File: config.mk
export PLATFORM = sky130hd
export DESIGN_NAME = router_fifo_param
export DESIGN_NICKNAME = d
export VERILOG_FILES = /design/src/rtl/router_fifo_param.sv
export SDC_FILE = /design/constraint.sdc
export NUM_CORES = 1
export LEC_CHECK = 0
export CAP_MARGIN = 25
export CORE_MARGIN = 3
export CORE_UTILIZATION = 60
export CTS_BUF_LIST = sky130_fd_sc_hd__clkbuf_4 sky130_fd_sc_hd__clkbuf_8
export DETAILED_ROUTE_END_ITERATION = 8
export PLACE_DENSITY = 0.79
export SETUP_SLACK_MARGIN = 0.05
export SLEW_MARGIN = 20
export SYNTH_ARGS = -nofsm -noshare
export SYNTH_HDL_FRONTEND = slang
export SYNTH_SLANG_ARGS = --single-unit
File: constraint.sdc
create_clock -name clk -period 4.4 [get_ports clk]
set_input_delay 0.88 -clock clk [delete_from_list [all_inputs] [get_ports clk]]
set_output_delay 0.88 -clock clk [all_outputs]
set_load 0.05 [all_outputs]
File: src/rtl/router_fifo_param.sv
// router_fifo_param: packet-aware output channel FIFO. Each entry carries a header flag
// so the read side can track the remaining packet length and flag completion and errors.
module router_fifo_param #(
    parameter int DATA_WIDTH   = 8,
    parameter int DEPTH        = 16,
    parameter int LEN_LSB      = 2,
    parameter int AFULL_THRESH = DEPTH - 2
) (
    input  logic                    clk,
    input  logic                    rst,
    input  logic                    soft_rst,
    input  logic [DATA_WIDTH-1:0]   din,
    input  logic                    we,
    input  logic                    lfd_state,
    input  logic                    re,
    output logic [DATA_WIDTH-1:0]   dout,
    output logic                    dout_valid,
    output logic                    empty,
    output logic                    full,
    output logic                    almost_full,
    output logic [$clog2(DEPTH):0]  count,
    output logic                    pkt_active,
    output logic                    pkt_done,
    output logic                    ovf_err,
    output logic                    hdr_err
);
    localparam int AW = $clog2(DEPTH);
    localparam int PW = AW + 1;
    localparam int LW = DATA_WIDTH - LEN_LSB;
    localparam int CW = LW + 1;
    localparam logic [PW-1:0] DEPTH_P = PW'(DEPTH);
    localparam logic [PW-1:0] AFULL_P = PW'(AFULL_THRESH);

    logic [DATA_WIDTH:0]  mem [DEPTH];
    logic [PW-1:0]        wr_ptr;
    logic [PW-1:0]        rd_ptr;
    logic [CW-1:0]        pkt_cnt;
    logic                 wr_ok;
    logic                 rd_ok;
    logic [DATA_WIDTH:0]  rd_word;
    logic                 rd_hdr;
    logic [LW-1:0]        rd_len;

    assign count       = wr_ptr - rd_ptr;
    assign empty       = (count == '0);
    assign full        = (count == DEPTH_P);
    assign almost_full = (count >= AFULL_P);
    assign pkt_active  = (pkt_cnt != '0);

    assign wr_ok   = we && !full;
    assign rd_ok   = re && !empty;
    assign rd_word = mem[rd_ptr[AW-1:0]];
    assign rd_hdr  = rd_word[DATA_WIDTH];
    assign rd_len  = rd_word[DATA_WIDTH-1:LEN_LSB];

    // Storage has no reset; a flush or reset cycle must still suppress the write.
    always_ff @(posedge clk) begin
        if (rst && !soft_rst && wr_ok) begin
            mem[wr_ptr[AW-1:0]] <= {lfd_state, din};
        end
    end

    always_ff @(posedge clk) begin
        if (!rst || soft_rst) begin
            wr_ptr     <= '0;
            rd_ptr     <= '0;
            pkt_cnt    <= '0;
            dout       <= '0;
            dout_valid <= 1'b0;
            pkt_done   <= 1'b0;
            ovf_err    <= 1'b0;
            hdr_err    <= 1'b0;
        end else begin
            dout_valid <= rd_ok;
            pkt_done   <= 1'b0;
            hdr_err    <= 1'b0;
            ovf_err    <= we && full;
            if (wr_ok) begin
                wr_ptr <= wr_ptr + PW'(1);
            end
            if (rd_ok) begin
                rd_ptr <= rd_ptr + PW'(1);
                dout   <= rd_word[DATA_WIDTH-1:0];
                // Header reload counts payload plus the trailing parity byte.
                if (rd_hdr) begin
                    pkt_cnt <= {1'b0, rd_len} + CW'(1);
                    hdr_err <= (pkt_cnt != '0);
                end else if (pkt_cnt != '0) begin
                    pkt_cnt  <= pkt_cnt - CW'(1);
                    pkt_done <= (pkt_cnt == CW'(1));
                end
            end
        end
    end
endmodule

After elaboration in Yosys (flattened, before gate mapping)
Memory sizes are Yosys's and may differ from the RTL's. A register that Yosys moved wholly into a read port is not among the register bits.
Cells that the tools add are included.
{"block": "classes", "eq_ne": 2, "n_addsub": 5, "bitwise_logic": 3, "n_reduce_logical": 16, "muxes": 6, "order_cmp": 1}
{"cell": "$mux W7", "count": 2}
{"cell": "$add A5 B1 Y5 const B", "count": 2}
{"cell": "$mux W4", "count": 2}
{"cell": "$add A6 B1 Y7 const B", "count": 1}
{"cell": "$eq A7 B1 Y1 const B", "count": 1}
{"cell": "$reduce_bool A7 Y1", "count": 1}
{"cell": "$sub A7 B1 Y7 const B", "count": 1}
{"cell": "$eq A5 B5 Y1 const B", "count": 1}
{"cell": "$ge A5 B4 Y1 const B", "count": 1}
{"cell": "$logic_and A1 B1 Y1", "count": 5}
{"cell": "$logic_not A5 Y1", "count": 1}
{"cell": "$sub A5 B5 Y5", "count": 1}
{"cell": "$logic_not A1 Y1", "count": 4}
{"cell": "$reduce_or A4 Y1", "count": 1}
{"cell": "$not A1 Y1", "count": 3}
{"cell": "$reduce_or A3 Y1", "count": 1}
{"cell": "$mux W1", "count": 2}
{"cell": "$reduce_and A2 Y1", "count": 1}
{"cell": "$reduce_bool A2 Y1", "count": 1}
{"cell": "$logic_or A1 B1 Y1", "count": 1}
{"block": "word_totals", "out_inout_bits": 21, "input_bits": 14, "mem_bits_rw": 144, "elab_cells": 42, "reg_bits": 29, "memories": 1}
{"memory": "mem", "words": 16, "word_bits": 9, "rd": 1, "rd_ports_with_merged_regs": 1, "wr": 1, "line_no": "34", "text": "logic [DATA_WIDTH:0] mem [DEPTH];"}

Longest topological paths before layout
{"block": "depth", "depth_word": 7, "ltp_mapped": 11, "mapped_depth_nobuf": 10}

Worst setup path after synthesis
OpenSTA, ideal clock, no wires.
{"block": "synth_path", "path_type": "reg2reg", "start": "register wr_ptr[0]", "end": "memory mem[3][0] (netlist name) (enable)", "setup_time_ns": 0.387, "slack_ns": 0.330, "synth_period_minus_slack_ns": 4.070, "path_stages_with_launch": 11, "t_arrival_ns": 3.683, "path_cell_list": "dfxtp_1 > inv_1 > ha_1 > fa_1 > xnor2_1 > nor2_1 > mux2i_1 > buf_2 > o21a_1 > nand3_1 > nor3_1"}
{"block": "synth_between", "elab_chain_len": 7}
{"item": "start: declaration", "line_no": "35", "text": "logic [PW-1:0] wr_ptr;"}
{"item": "start signal: assignment", "line_no": "79", "text": "wr_ptr <= wr_ptr + PW'(1);"}
{"item": "$sub A5 B5 Y5", "line_no": "44", "text": "assign count = wr_ptr - rd_ptr;"}
{"item": "named net count[2]", "line_no": "21", "text": "output logic [$clog2(DEPTH):0] count,"}
{"item": "$eq A5 B5 Y1", "line_no": "46", "text": "assign full = (count == DEPTH_P);"}
{"item": "$logic_not A1 Y1", "line_no": "50", "text": "assign wr_ok = we && !full;"}
{"item": "$logic_and A1 B1 Y1", "line_no": "50"}
{"item": "$logic_and A1 B1 Y1", "line_no": "58", "text": "if (rst && !soft_rst && wr_ok) begin"}
{"item": "$mux W1", "line_no": "58"}
{"item": "$mux W1 (not written as such)", "line_no": "59", "text": "mem[wr_ptr[AW-1:0]] <= {lfd_state, din};"}
{"item": "end: declaration", "line_no": "34"}
The timed path passes the listed nets, and every way through them passes these cells.

Worst setup path after layout
{"block": "layout_path", "start": "register wr_ptr[0]", "end": "output port count[4]"}
{"block": "layout_between", "elab_chain_len": 1}
{"item": "$sub A5 B5 Y5", "line_no": "44"}
{"item": "end: declaration", "line_no": "21"}
Every way passes these cells.

==> impl_summary.log <==
INFO  metric tritoncts = built
INFO  metric wl_met3 = between 700 and 800 um
INFO  metric synth_enable_flop_cells = ~140
INFO  metric route.antenna.remaining_nets = 0
INFO  metric globalplace.congestion = between 0.8 and 0.9
INFO  metric placedCellCount = roughly 630
INFO  metric detail_route.iter0.violations = 537
INFO  metric globalRouteOverflowTotal = 0
INFO  metric required = ~3500 ps
INFO  metric path_clk_slew = roughly 90 ps
INFO  metric buffer_ports.inserted = 34
INFO  metric grt_start_max_net_pins = 27
INFO  metric p_per_area = just under 400 mW/mm^2
INFO  metric portion_of_total_power_attributed_to_sequential_cells = 0.566
INFO  metric skew_final = ~18 ps
INFO  metric drv_cap = 0
INFO  metric path_class = register to output pin
INFO  metric cts_root_buf = clkbuf_8
INFO  metric outcome = completed
INFO  metric design.die.area = around 0.014 sq mm
INFO  metric yosys-top-cells-area = edfxtp_1 59%, dfxtp_1 9.0%, mux4_2 8.3%, mux4_1 3.9%, ha_1 2.2%
INFO  metric drc = 0
INFO  metric worstPathArrival = roughly 3300 ps
INFO  metric tritoncts.num_buffers = 17
INFO  metric ys.warnings.count = 0
INFO  metric grt_pass1_vias = 4000
INFO  metric core_area = between 0.01 and 0.015 sq mm
INFO  metric syn-mean-instance-area = 16.4 sq um
INFO  metric power.static_leakage = about 2.8 nW
INFO  metric wirelength = between 10000 and 15000 um
INFO  metric synth.lib_cells_used.distinct = 52
INFO  metric fin_nets = about 530
INFO  metric setup_tns = 0 ps
INFO  metric worst_setup_end_kind = output pin
INFO  metric ys_seq_elements = about 180
INFO  metric hpwl = about 9400 um
INFO  metric synth_largest_type_area_fraction = 0.589
INFO  metric unrepaired_setup_endpoints_after_global_routing = no
INFO  metric finalCritPeriodShare = 0.939
INFO  metric dpl-instance-area = about 0.008 sq mm
INFO  metric design_area = 0.00830 sq mm
INFO  metric dieHeight = between 100 and 150 um
INFO  metric synthToLayoutAreaGrowth = 13.0%
INFO  metric synthesis.instances = 449
INFO  metric ys_seq_area_frac = 0.679
INFO  metric drtPass1Iterations = 5
INFO  metric maxUsedRoutingLayer = met4
INFO  metric grtUsageTotal = 0.233
INFO  metric synth.net_count = roughly 480
INFO  metric grt_first_pass_wirelength = 22500 um
INFO  metric effective_utilization_at_floorplan = 0.627
INFO  metric holdWs = ~460 ps
INFO  metric clock_sink_count = about 180
INFO  metric cts-htree-levels = 4
INFO  metric number_of_primary_i_o_pins = 35
INFO  metric timing.hold.worst.class = register to register
INFO  metric layout_common_cells = 144 x edfxtp_1, 32 x dfxtp_1, 31 x nand2_1, 31 x clkdlybuf4s50_1, 30 x nor2_1
INFO  metric postSynth.asyncResetShare = 0
INFO  metric power_switching_share = 0.245
INFO  metric timing.final.hold_violations = 0
INFO  metric synth.largest_area_cell = edfxtp_1
INFO  metric synthesis.area = ~0.0073 sq mm
INFO  metric timing_worst_slew_pin_value = around 970 ps
INFO  metric fp-row-count = 39
INFO  metric worst_skew_pair.late_latency = 460 ps
INFO  metric drt-met1-wl = 6110 um
INFO  metric cts.hold.buffers_added = 0
INFO  metric slew_violations = 0
INFO  metric layoutNonFillerInstCount = 661
INFO  metric timing.final.ws_setup = ~270 ps
INFO  metric p_comb_frac = 0.096
INFO  metric routed-wl-met2 = 7420 um
INFO  metric insertedDiodeCount = 0
INFO  metric fmaxAchievable = 242 MHz
INFO  metric internal_power = roughly 2.4 mW
INFO  metric drive_gt1_frac = 0.172
INFO  metric setup_viol = 0
INFO  metric largest_buffer_count_on_any_clock_path = 2
INFO  metric vdd_drop_max = around 0.00028 V
INFO  metric path_max_fanout = 9
INFO  metric vias = about 4100
INFO  metric detail_route.vias_per_cell = roughly 6.2
INFO  metric dp_worst_setup_slack = between 500 and 600 ps
INFO  metric post_cts_buffers = 0
INFO  metric p_switching = 0.795 mW
INFO  metric antenna_violations_before_repair = 0
INFO  metric reg2reg_setup_slack = 1090 ps
INFO  metric relative_slew_slack = 0.353
INFO  metric minimum_period_implied_by_the_final_worst_setup_slack = 4130 ps
INFO  metric power.share.clock = 0.338
INFO  metric layout_commonest_cell = edfxtp_1
INFO  metric setup.worst_path.start_class = register
INFO  metric die_w = between 100 and 150 um
INFO  metric post_drt_wl_per_cell = 22.0 um
INFO  metric synthFlopType = edfxtp_1
routing by layer:
metal  up-vias  GRT usage
met5         -          0
li1       1885          -
met4         0     0.0826
met1      2072      0.310
met3        24     0.0508
met2       138      0.385
area by class of cell:
cell class | count | area [sq um]
inverter | 14 | 52.6
fill | 767 | 3410
clock inverter | 15 | 153
timing repair buffer | 57 | 513
sequential | 177 | 4990
tap | 143 | 179
multi-input combinational | 238 | 2190
clock buffer | 17 | 234
Yosys cell counts (7+ instances only):
cell type and number:
edfxtp_1 144, mux4_1 11, nor2_1 30, dfxtp_1 33, xor2_1 7, nor3_1 8, ha_1 13, inv_1 12
mux4_2 27, a21oi_1 18, nand3_1 11, nand2_1 31, a22oi_1 13
timing repair:
| action | CTS | global route |
|---|---|---|
| resized for setup | 2 | 2 |
| endpoints found under the setup margin | 2 | 1 |
| gates cloned | 0 | 0 |
per-stage QoR:
stage | total power [mW] | utilization
2_1_floorplan | 2.09 | -
3_3_place_gp | 2.18 | 0.676
3_5_place_dp | 2.18 | 0.676
4_1_cts | 3.25 | 0.709
5_1_grt | 3.36 | 0.709
6_report | 3.24 | 0.709
worst max-delay path, cell delays in order (launching register included):
cell,delay (ps)
dfxtp_1,420
inv_1,120
ha_1,230
fa_1,410
nand2b_1,160
a21oi_1,150
xor2_1,400
inv_2,170
clkdlybuf4s50_1,740
path summary, 6_finish.rpt:
check | start | to | depth (start not counted)
max | wr_ptr[0] | count[4] | 8
min | dout[2] | dout[2] | 2
max reg2reg | wr_ptr[0] | pkt_cnt[3] | 10
min reg2reg | dout[2] | dout[2] | 2
registers in the layout (all words and copies together) (netlist names), named ones only:
register	cells
dout	8
dout_valid	1
hdr_err	1
mem	144
ovf_err	1
pkt_cnt	7
pkt_done	1
rd_ptr	5
wr_ptr	5
power groups by stage:
stage / combinational, mW / clock [mW] / sequential [mW]
finish: 0.311 / 1.09 / 1.83
global route: 0.335 / 1.19 / 1.84
CTS: 0.309 / 1.11 / 1.84
detailed placement: 0.310 / 0 / 1.87
global placement: 0.303 / 0 / 1.87
floorplan: 0.212 / 0 / 1.88
logic make-up after synthesis:
group / share of synthesized area
compound gates: 0.0548
fa+ha+maj: 0.0249
simple gates: 0.0710
xor+xnor: 0.0131
flops: 0.679
mux: 0.133
buf+inv: 0.0242
(Power assumes the default switching activity.)
